File: src/rtl/wash_pkg.sv
// Shared encodings and default durations for the washing-machine program sequencer.
package wash_pkg;

    localparam logic [2:0] PH_IDLE    = 3'd0;
    localparam logic [2:0] PH_FILL    = 3'd1;
    localparam logic [2:0] PH_AGITATE = 3'd2;
    localparam logic [2:0] PH_DRAIN   = 3'd3;
    localparam logic [2:0] PH_SPIN    = 3'd4;
    localparam logic [2:0] PH_PAUSE   = 3'd5;
    localparam logic [2:0] PH_DONE    = 3'd6;
    localparam logic [2:0] PH_FAULT   = 3'd7;

    typedef enum logic [2:0] {
        StIdle    = PH_IDLE,
        StFill    = PH_FILL,
        StAgitate = PH_AGITATE,
        StDrain   = PH_DRAIN,
        StSpin    = PH_SPIN,
        StPause   = PH_PAUSE,
        StDone    = PH_DONE,
        StFault   = PH_FAULT
    } phase_e;

    localparam logic [1:0] MODE_FULL  = 2'd0;
    localparam logic [1:0] MODE_WASH  = 2'd1;
    localparam logic [1:0] MODE_RINSE = 2'd2;
    localparam logic [1:0] MODE_SPIN  = 2'd3;

    localparam int unsigned FILL_MAX_S_DEF  = 120;
    localparam int unsigned DRAIN_MAX_S_DEF = 90;
    localparam int unsigned WASH_S_DEF      = 600;
    localparam int unsigned RINSE_S_DEF     = 240;
    localparam int unsigned RINSE_N_DEF     = 2;
    localparam int unsigned SPIN_S_DEF      = 180;
    localparam int unsigned ALARM_S_DEF     = 10;
    localparam int unsigned TW_DEF          = 10;

endpackage

File: src/rtl/wash_program_sequencer_if.sv
// Sensor/command inputs and actuator/status outputs of the wash program sequencer.
interface wash_program_sequencer_if #(
    parameter int unsigned TW = 10
);
    logic          sec_tick;
    logic          start;
    logic          emergency;
    logic [1:0]    mode_sel;
    logic          level_full;
    logic          level_empty;
    logic          inlet;
    logic          drain;
    logic          motor_en;
    logic          motor_spin;
    logic [2:0]    phase;
    logic [TW-1:0] remain;
    logic          busy;
    logic          alarm;
    logic          fault;

    modport master (
        output sec_tick, start, emergency, mode_sel, level_full, level_empty,
        input  inlet, drain, motor_en, motor_spin, phase, remain, busy, alarm, fault
    );

    modport slave (
        input  sec_tick, start, emergency, mode_sel, level_full, level_empty,
        output inlet, drain, motor_en, motor_spin, phase, remain, busy, alarm, fault
    );
endinterface

File: src/rtl/wash_sec_timer.sv
// Seconds timer: loadable, counts up or down on sec_tick, saturates at both ends.
module wash_sec_timer #(
    parameter int unsigned TW = 10
) (
    input  logic          clk,
    input  logic          rst,
    input  logic          tick,
    input  logic          load,
    input  logic [TW-1:0] load_val,
    input  logic          count_up,
    input  logic          freeze,
    output logic [TW-1:0] value,
    output logic          zero
);
    logic [TW-1:0] cnt_q, cnt_d;

    always_comb begin
        cnt_d = cnt_q;
        if (load) begin
            cnt_d = load_val;
        end else if (tick && !freeze) begin
            if (count_up) begin
                if (cnt_q != '1) cnt_d = cnt_q + TW'(1);
            end else if (cnt_q != '0) begin
                cnt_d = cnt_q - TW'(1);
            end
        end
    end

    always_ff @(posedge clk or negedge rst) begin
        if (!rst) cnt_q <= '0;
        else      cnt_q <= cnt_d;
    end

    assign value = cnt_q;
    assign zero  = (cnt_q == '0);
endmodule

File: src/rtl/wash_program_sequencer.sv
// Washing-machine program controller: fill/wash/drain/rinse/spin sequencing with
// emergency pause, sensor timeouts and end-of-cycle alarm.
module wash_program_sequencer
    import wash_pkg::*;
#(
    parameter int unsigned FILL_MAX_S  = FILL_MAX_S_DEF,
    parameter int unsigned DRAIN_MAX_S = DRAIN_MAX_S_DEF,
    parameter int unsigned WASH_S      = WASH_S_DEF,
    parameter int unsigned RINSE_S     = RINSE_S_DEF,
    parameter int unsigned RINSE_N     = RINSE_N_DEF,
    parameter int unsigned SPIN_S      = SPIN_S_DEF,
    parameter int unsigned ALARM_S     = ALARM_S_DEF,
    parameter int unsigned TW          = TW_DEF
) (
    input logic                    clk,
    input logic                    rst,
    wash_program_sequencer_if.slave bus
);
    if (FILL_MAX_S >= (1 << TW) || DRAIN_MAX_S >= (1 << TW) || WASH_S >= (1 << TW) ||
        RINSE_S >= (1 << TW) || SPIN_S >= (1 << TW) || ALARM_S >= (1 << TW) ||
        RINSE_N < 1 || RINSE_N > 3) begin : g_param_check
        $error("wash_program_sequencer: parameter out of range for TW");
    end

    phase_e        state_q, state_d, saved_q, saved_d;
    logic [1:0]    mode_q, mode_d, rinse_q, rinse_d;
    logic          wash_q, wash_d, start_q;
    logic          start_pe, active;
    logic          t_load, t_up, t_freeze, t_zero;
    logic [TW-1:0] t_val, timer;

    assign start_pe = bus.start & ~start_q;
    assign active   = (state_q == StFill) || (state_q == StAgitate) ||
                      (state_q == StDrain) || (state_q == StSpin);

    wash_sec_timer #(.TW(TW)) u_timer (
        .clk      (clk),
        .rst      (rst),
        .tick     (bus.sec_tick),
        .load     (t_load),
        .load_val (t_val),
        .count_up (t_up),
        .freeze   (t_freeze),
        .value    (timer),
        .zero     (t_zero)
    );

    always_ff @(posedge clk or negedge rst) begin
        if (!rst) begin
            state_q <= StIdle;
            saved_q <= StIdle;
            mode_q  <= MODE_FULL;
            rinse_q <= 2'd0;
            wash_q  <= 1'b0;
            start_q <= 1'b0;
        end else begin
            state_q <= state_d;
            saved_q <= saved_d;
            mode_q  <= mode_d;
            rinse_q <= rinse_d;
            wash_q  <= wash_d;
            start_q <= bus.start;
        end
    end

    always_comb begin
        state_d  = state_q;
        saved_d  = saved_q;
        mode_d   = mode_q;
        rinse_d  = rinse_q;
        wash_d   = wash_q;
        t_load   = 1'b0;
        t_val    = '0;
        t_up     = (state_q == StFill) || (state_q == StDrain);
        t_freeze = 1'b0;
        // Emergency pre-empts every other transition and freezes the timer in place.
        if (active && !bus.emergency) begin
            state_d  = StPause;
            saved_d  = state_q;
            t_freeze = 1'b1;
        end else begin
            unique case (state_q)
                StIdle: begin
                    t_freeze = 1'b1;
                    if (start_pe && bus.emergency) begin
                        mode_d  = bus.mode_sel;
                        rinse_d = (bus.mode_sel == MODE_RINSE) ? 2'd1 : 2'd0;
                        wash_d  = (bus.mode_sel == MODE_FULL) || (bus.mode_sel == MODE_WASH);
                        t_load  = 1'b1;
                        state_d = (bus.mode_sel == MODE_SPIN) ? StDrain : StFill;
                    end
                end
                StFill: begin
                    if (bus.level_full) begin
                        state_d = StAgitate;
                        t_load  = 1'b1;
                        t_val   = wash_q ? TW'(WASH_S) : TW'(RINSE_S);
                    end else if (timer == TW'(FILL_MAX_S)) begin
                        state_d = StFault;
                        t_load  = 1'b1;
                    end
                end
                StAgitate: begin
                    if (t_zero || (bus.sec_tick && timer == TW'(1))) begin
                        state_d = StDrain;
                        t_load  = 1'b1;
                    end
                end
                StDrain: begin
                    if (bus.level_empty) begin
                        t_load = 1'b1;
                        if (mode_q == MODE_WASH && wash_q) begin
                            state_d = StDone;
                            t_val   = TW'(ALARM_S);
                        end else if (mode_q == MODE_SPIN || rinse_q == 2'(RINSE_N)) begin
                            state_d = StSpin;
                            t_val   = TW'(SPIN_S);
                        end else begin
                            // rinse_q counts rinses started, so mode 2 begins at 1
                            rinse_d = rinse_q + 2'd1;
                            wash_d  = 1'b0;
                            state_d = StFill;
                        end
                    end else if (timer == TW'(DRAIN_MAX_S)) begin
                        state_d = StFault;
                        t_load  = 1'b1;
                    end
                end
                StSpin: begin
                    if (t_zero || (bus.sec_tick && timer == TW'(1))) begin
                        state_d = StDone;
                        t_load  = 1'b1;
                        t_val   = TW'(ALARM_S);
                    end
                end
                StPause: begin
                    t_freeze = 1'b1;
                    if (start_pe && bus.emergency) state_d = saved_q;
                end
                StDone: begin
                    if (start_pe || t_zero || (bus.sec_tick && timer == TW'(1))) begin
                        state_d = StIdle;
                        t_load  = 1'b1;
                    end
                end
                StFault: t_freeze = 1'b1;
                default: state_d = StIdle;
            endcase
        end
    end

    always_comb begin
        bus.inlet      = (state_q == StFill) && bus.emergency;
        bus.drain      = ((state_q == StDrain) || (state_q == StSpin)) && bus.emergency;
        bus.motor_en   = ((state_q == StAgitate) || (state_q == StSpin)) && bus.emergency;
        bus.motor_spin = (state_q == StSpin) && bus.emergency;
        bus.phase      = (active && !bus.emergency) ? PH_PAUSE : 3'(state_q);
        bus.remain     = (active || state_q == StPause) ? timer : '0;
        bus.busy       = active || (state_q == StPause);
        bus.alarm      = (state_q == StDone) || (state_q == StFault);
        bus.fault      = (state_q == StFault);
    end
endmodule

File: src/flat_wrapper.sv
// flat-port wrapper written by rule: the top's interface ports become plain ports
module wash_program_sequencer_flat import wash_pkg::*;
#(
    parameter int unsigned FILL_MAX_S  = FILL_MAX_S_DEF,
    parameter int unsigned DRAIN_MAX_S = DRAIN_MAX_S_DEF,
    parameter int unsigned WASH_S      = WASH_S_DEF,
    parameter int unsigned RINSE_S     = RINSE_S_DEF,
    parameter int unsigned RINSE_N     = RINSE_N_DEF,
    parameter int unsigned SPIN_S      = SPIN_S_DEF,
    parameter int unsigned ALARM_S     = ALARM_S_DEF,
    parameter int unsigned TW          = TW_DEF
)
  (clk, rst, bus_sec_tick, bus_start, bus_emergency, bus_mode_sel, bus_level_full, bus_level_empty, bus_inlet, bus_drain, bus_motor_en, bus_motor_spin, bus_phase, bus_remain, bus_busy, bus_alarm, bus_fault);
  wash_program_sequencer_if #(.TW(TW)) bus_i ();
  input logic clk;
  input logic rst;
  input wire logic [$bits(bus_i.sec_tick)-1:0] bus_sec_tick;
  input wire logic [$bits(bus_i.start)-1:0] bus_start;
  input wire logic [$bits(bus_i.emergency)-1:0] bus_emergency;
  input wire logic [$bits(bus_i.mode_sel)-1:0] bus_mode_sel;
  input wire logic [$bits(bus_i.level_full)-1:0] bus_level_full;
  input wire logic [$bits(bus_i.level_empty)-1:0] bus_level_empty;
  output wire logic [$bits(bus_i.inlet)-1:0] bus_inlet;
  output wire logic [$bits(bus_i.drain)-1:0] bus_drain;
  output wire logic [$bits(bus_i.motor_en)-1:0] bus_motor_en;
  output wire logic [$bits(bus_i.motor_spin)-1:0] bus_motor_spin;
  output wire logic [$bits(bus_i.phase)-1:0] bus_phase;
  output wire logic [$bits(bus_i.remain)-1:0] bus_remain;
  output wire logic [$bits(bus_i.busy)-1:0] bus_busy;
  output wire logic [$bits(bus_i.alarm)-1:0] bus_alarm;
  output wire logic [$bits(bus_i.fault)-1:0] bus_fault;
  assign bus_i.sec_tick = bus_sec_tick;
  assign bus_i.start = bus_start;
  assign bus_i.emergency = bus_emergency;
  assign bus_i.mode_sel = bus_mode_sel;
  assign bus_i.level_full = bus_level_full;
  assign bus_i.level_empty = bus_level_empty;
  assign bus_inlet = bus_i.inlet;
  assign bus_drain = bus_i.drain;
  assign bus_motor_en = bus_i.motor_en;
  assign bus_motor_spin = bus_i.motor_spin;
  assign bus_phase = bus_i.phase;
  assign bus_remain = bus_i.remain;
  assign bus_busy = bus_i.busy;
  assign bus_alarm = bus_i.alarm;
  assign bus_fault = bus_i.fault;
  wash_program_sequencer #(.FILL_MAX_S(FILL_MAX_S), .DRAIN_MAX_S(DRAIN_MAX_S), .WASH_S(WASH_S), .RINSE_S(RINSE_S), .RINSE_N(RINSE_N), .SPIN_S(SPIN_S), .ALARM_S(ALARM_S), .TW(TW)) u_core (.clk(clk), .rst(rst), .bus(bus_i));
endmodule
File: config.mk
export PLATFORM = sky130hd
export DESIGN_NAME = wash_program_sequencer_flat
export DESIGN_NICKNAME = d
export VERILOG_FILES = /design/src/rtl/wash_pkg.sv /design/src/rtl/wash_program_sequencer_if.sv /design/src/rtl/wash_sec_timer.sv /design/src/rtl/wash_program_sequencer.sv /design/src/flat_wrapper.sv
export SDC_FILE = /design/constraint.sdc
export NUM_CORES = 1
export LEC_CHECK = 0
export BUFFER_PORTS_ARGS = -buffer_cell sky130_fd_sc_hd__buf_4
export CAP_MARGIN = 20
export CORE_UTILIZATION = 50
export CTS_BUF_LIST = sky130_fd_sc_hd__clkbuf_2 sky130_fd_sc_hd__clkbuf_4 sky130_fd_sc_hd__clkbuf_8
export CTS_CLUSTER_SIZE = 8
export DETAILED_ROUTE_END_ITERATION = 16
export GPL_TIMING_DRIVEN = 0
export PLACE_DENSITY = 0.71
export SLEW_MARGIN = 20
export SYNTH_ARGS = -nofsm -noshare
export SYNTH_HDL_FRONTEND = slang
export SYNTH_SLANG_ARGS = --single-unit
export TNS_END_PERCENT = 1
File: constraint.sdc
create_clock -name clk -period 6.4 [get_ports clk]
set_input_delay 0.96 -clock clk [delete_from_list [all_inputs] [get_ports clk]]
set_output_delay 0.96 -clock clk [all_outputs]
set_load 0.005 [all_outputs]
==> reports/metrics.csv <==
stage,metric,value,unit
setup_path,worst reg2reg path depth,6,
cts,root buf cell,clkbuf_8,
setup_path,CP required,5440,ps
sta,Final Hold Vio Count,0,
worst_hold_path,Hold Path Stages,2,
sta,crit share post-route,49.3,%
yosys,register area share after synthesis,27.8,%
global_routing,Overflow after GRT,0,
place,DP HPWL,4010,um
cts,CTS Buf Count,3,
sta,Max Freq,0.317,GHz
drt,Avg Vias per Cell,6.30,
sta,Slew headroom,60.4,%
status,outcome,"complete, no violations",
global_routing,initial antenna violation count,0,
finish,Nets,289,
drt,via count,2022,
drt,drt wl/cell,17.1,um
yosys,Post-synth EDFFs,0,
yosys,yosys warns,0,
yosys,"Distinct cells, synth",58,
drt,final WL,5500,um
setup_path,reg2reg end,u_core.u_timer.value[6]$_DFFE_PN0P_,
cts,PostCTS Resize Cnt,0,
finish,layout cell share with drive strength beyond 1,22.0,%
setup_path,critical path class,reg -> out,
yosys,Avg Inst Size Synth,8.22,sq um
floorplan,Initial Util,52.9,%
place,Placer Congestion,0.895,
yosys,#FFs+latches synth,22,
cts,worst-case clock buffer depth,2,
yosys,Mapped Cells,241,
setup_path,worst-path fanout max,10,
global_routing,largest net degree at the start of global routing,23,
yosys,"FFs w/ async S/R, synth",100,%
finish,area delta synth->final,17.2,%
pwr,worst ir drop on vdd,203,uV
sta,RSZ-0062 raised after global routing,false,
yosys,Mapped Area,1980,sq um
finish,"commonest non-fill, non-tap cells in the layout","buf_4, nand2_1, dfrtp_1",
cts,H-tree levels,1,
global_routing,first-pass GRT wire length,9260,um
drt,Detailed Route Iter0 Violations,155,
global_routing,vias in the first global route,1858,
place,dpl cells,317,
floorplan,die area,4220,sq um
setup_path,Reg-to-Reg Start,u_core.u_timer.value[0]$_DFFE_PN0P_,
sta,final setup TNS,0,ps
floorplan,# rows,22,
sta,Clock Skews,2.72,ps
cts,Worst-Skew Late Latency,270,ps
sta,Final setup viols,0,
drt,post-route antenna net violation count,0,
floorplan,Core ar.,3740,sq um
place,Port Buffers,28,
sta,minimum clock period,3150,ps
flow_run,total of max-cap violations,0,
finish,Finished Layout Cells,321,
sta,slew at the pin with the worst max-slew slack,587,ps
cts,clock transition at the registers of the reported paths,90,ps
setup_path,CP Capture Type,output port,
finish,"most common cell after layout, fill and taps aside",buf_4,
cts,post-CTS repair timing setup buffer count,0,
pwr,power density over the cells,519,nW/um^2
global_routing,Total GRT Usage,28.4,%
cts,TritonCTS Sinks,22,
drt,Post-route DRC,0,
sta,fin. max-slew vios,0,
setup_path,Setup crit end,bus_remain[4],
floorplan,die width,64.9,um
cts,CTS Hold Bufs,0,
drt,Pre-Repair DR Iteration Count,4,
setup_path,launch point of the worst path,u_core.state_q[2]$_DFFE_PN0P_,
setup_path,reg2reg setup slack,4060,ps
yosys,Syn Nets,256,
cts,CTS tree,built,
pwr,leakage,0.968,nW
setup_path,CP Launch Type,register,
finish,# diodes,0,
floorplan,IO Count,29,
setup_path,worst path arrival time,2190,ps
yosys,Post-synth top flop,dfrtp_1,
worst_hold_path,worst hold-check path type,reg -> reg,
floorplan,Die Y,64.9,um
==> power breakdown <==
group / total (mW) / leakage (nW) / internal (mW) / switching (mW)
clock network: 0.136 / 0.0357 / 0.0837 / 0.0523
logic: 0.787 / 0.664 / 0.342 / 0.445
registers: 0.282 / 0.268 / 0.206 / 0.0766
==> worst min path at each step <==
stage	end	slack, ps	from
2_1_floorplan	u_core.saved_q[1]$_DFFE_PN0P_	450	u_core.saved_q[1]$_DFFE_PN0P_
3_3_place_gp	u_core.saved_q[1]$_DFFE_PN0P_	480	u_core.saved_q[1]$_DFFE_PN0P_
3_5_place_dp	u_core.saved_q[1]$_DFFE_PN0P_	500	u_core.saved_q[1]$_DFFE_PN0P_
4_1_cts	u_core.saved_q[1]$_DFFE_PN0P_	520	u_core.saved_q[1]$_DFFE_PN0P_
5_1_grt	u_core.rinse_q[1]$_DFFE_PN0P_	560	u_core.rinse_q[1]$_DFFE_PN0P_
6_report	u_core.saved_q[1]$_DFFE_PN0P_	510	u_core.saved_q[1]$_DFFE_PN0P_
==> critical path, stage by stage (launching register included) <==
cell	delay [ps]
dfrtp_1	460
buf_2	260
buf_1	380
nor3_1	160
nor2_1	360
and2_1	190
buf_4	110
==> routing by layer <==
| metal | vias up | share of wire, % | GRT usage (%) |
|---|---|---|---|
| li1 | 977 | - | - |
| met1 | 981 | 49 | 42.9 |
| met2 | 60 | 45 | 43.0 |
| met3 | 4 | 5.5 | 3.70 |
| met4 | 0 | 0.78 | 5.00 |
| met5 | - | 0 | 0 |
==> Yosys cell counts (2+ instances only) <==
master     n  area share [%]
nand2_1   23             4.4
dfrtp_1   22              28
a31oi_1   15             4.7
and2_1    11             3.5
buf_2     11             2.8
nor2_1    11             2.1
o21ai_0   10             2.5
nor3_1     9             2.3
inv_1      8             1.5
o31ai_1    8             3.0
a21oi_1    7             1.8
a211oi_1   6             2.3
ha_1       6             3.8
nand2b_1   6             1.9
nand4_1    6             1.9
or3_1      6             1.9
clkbuf_1   5            0.95
mux2_2     5             2.8
mux2i_1    5             2.5
nand3_1    5             1.3
or4_1      5             1.9
a21o_1     3             1.1
a41oi_1    3             1.3
o211ai_1   3             1.1
o22ai_1    3            0.95
a21boi_1   2            0.76
and3_1     2            0.63
buf_1      2            0.38
nor4_2     2             1.3
o21ai_1    2            0.51
o22a_1     2            0.88
==> stage by stage <==
stage	setup slack, ps	hold slack, ps	total power, mW	cell area (sq um)	util, %
2_1_floorplan	4000	451	0.803	1980	-
3_3_place_gp	3580	484	1.05	2250	60.1
3_5_place_dp	3570	496	1.06	2250	60.1
4_1_cts	3280	516	1.20	2320	62.0
5_1_grt	3080	558	1.31	2320	62.0
6_report	3250	514	1.21	2320	62.0
==> state kept, by name, summed over array words and instances, names as in the netlist <==
register / cells
u_core.saved_q: 3
u_core.mode_q: 2
u_core.u_timer.value: 10
u_core.start_q: 1
u_core.rinse_q: 2
u_core.wash_q: 1
u_core.state_q: 3
==> final cells by class <==
class | count | area [sq um]
fillers | 351 | 1420
multi-input cells | 192 | 1320
flip-flops and latches | 22 | 551
repair buffers | 28 | 210
plain buffers | 18 | 81.3
well taps | 48 | 60.1
clock buffers | 3 | 41.3
inverters | 9 | 33.8
clock inverters | 1 | 30.0
==> logic make-up after synthesis <==
family	synth area share, %
DFF	27.8
and+or+nand+nor	30.6
AOI/OAI and AO/OA	25.6
buffers and inverters	5.81
muxes	5.94
xor gates and xnor gates	0.442
adders and majority gates	3.79
Power figures use the tool's default switching activity.
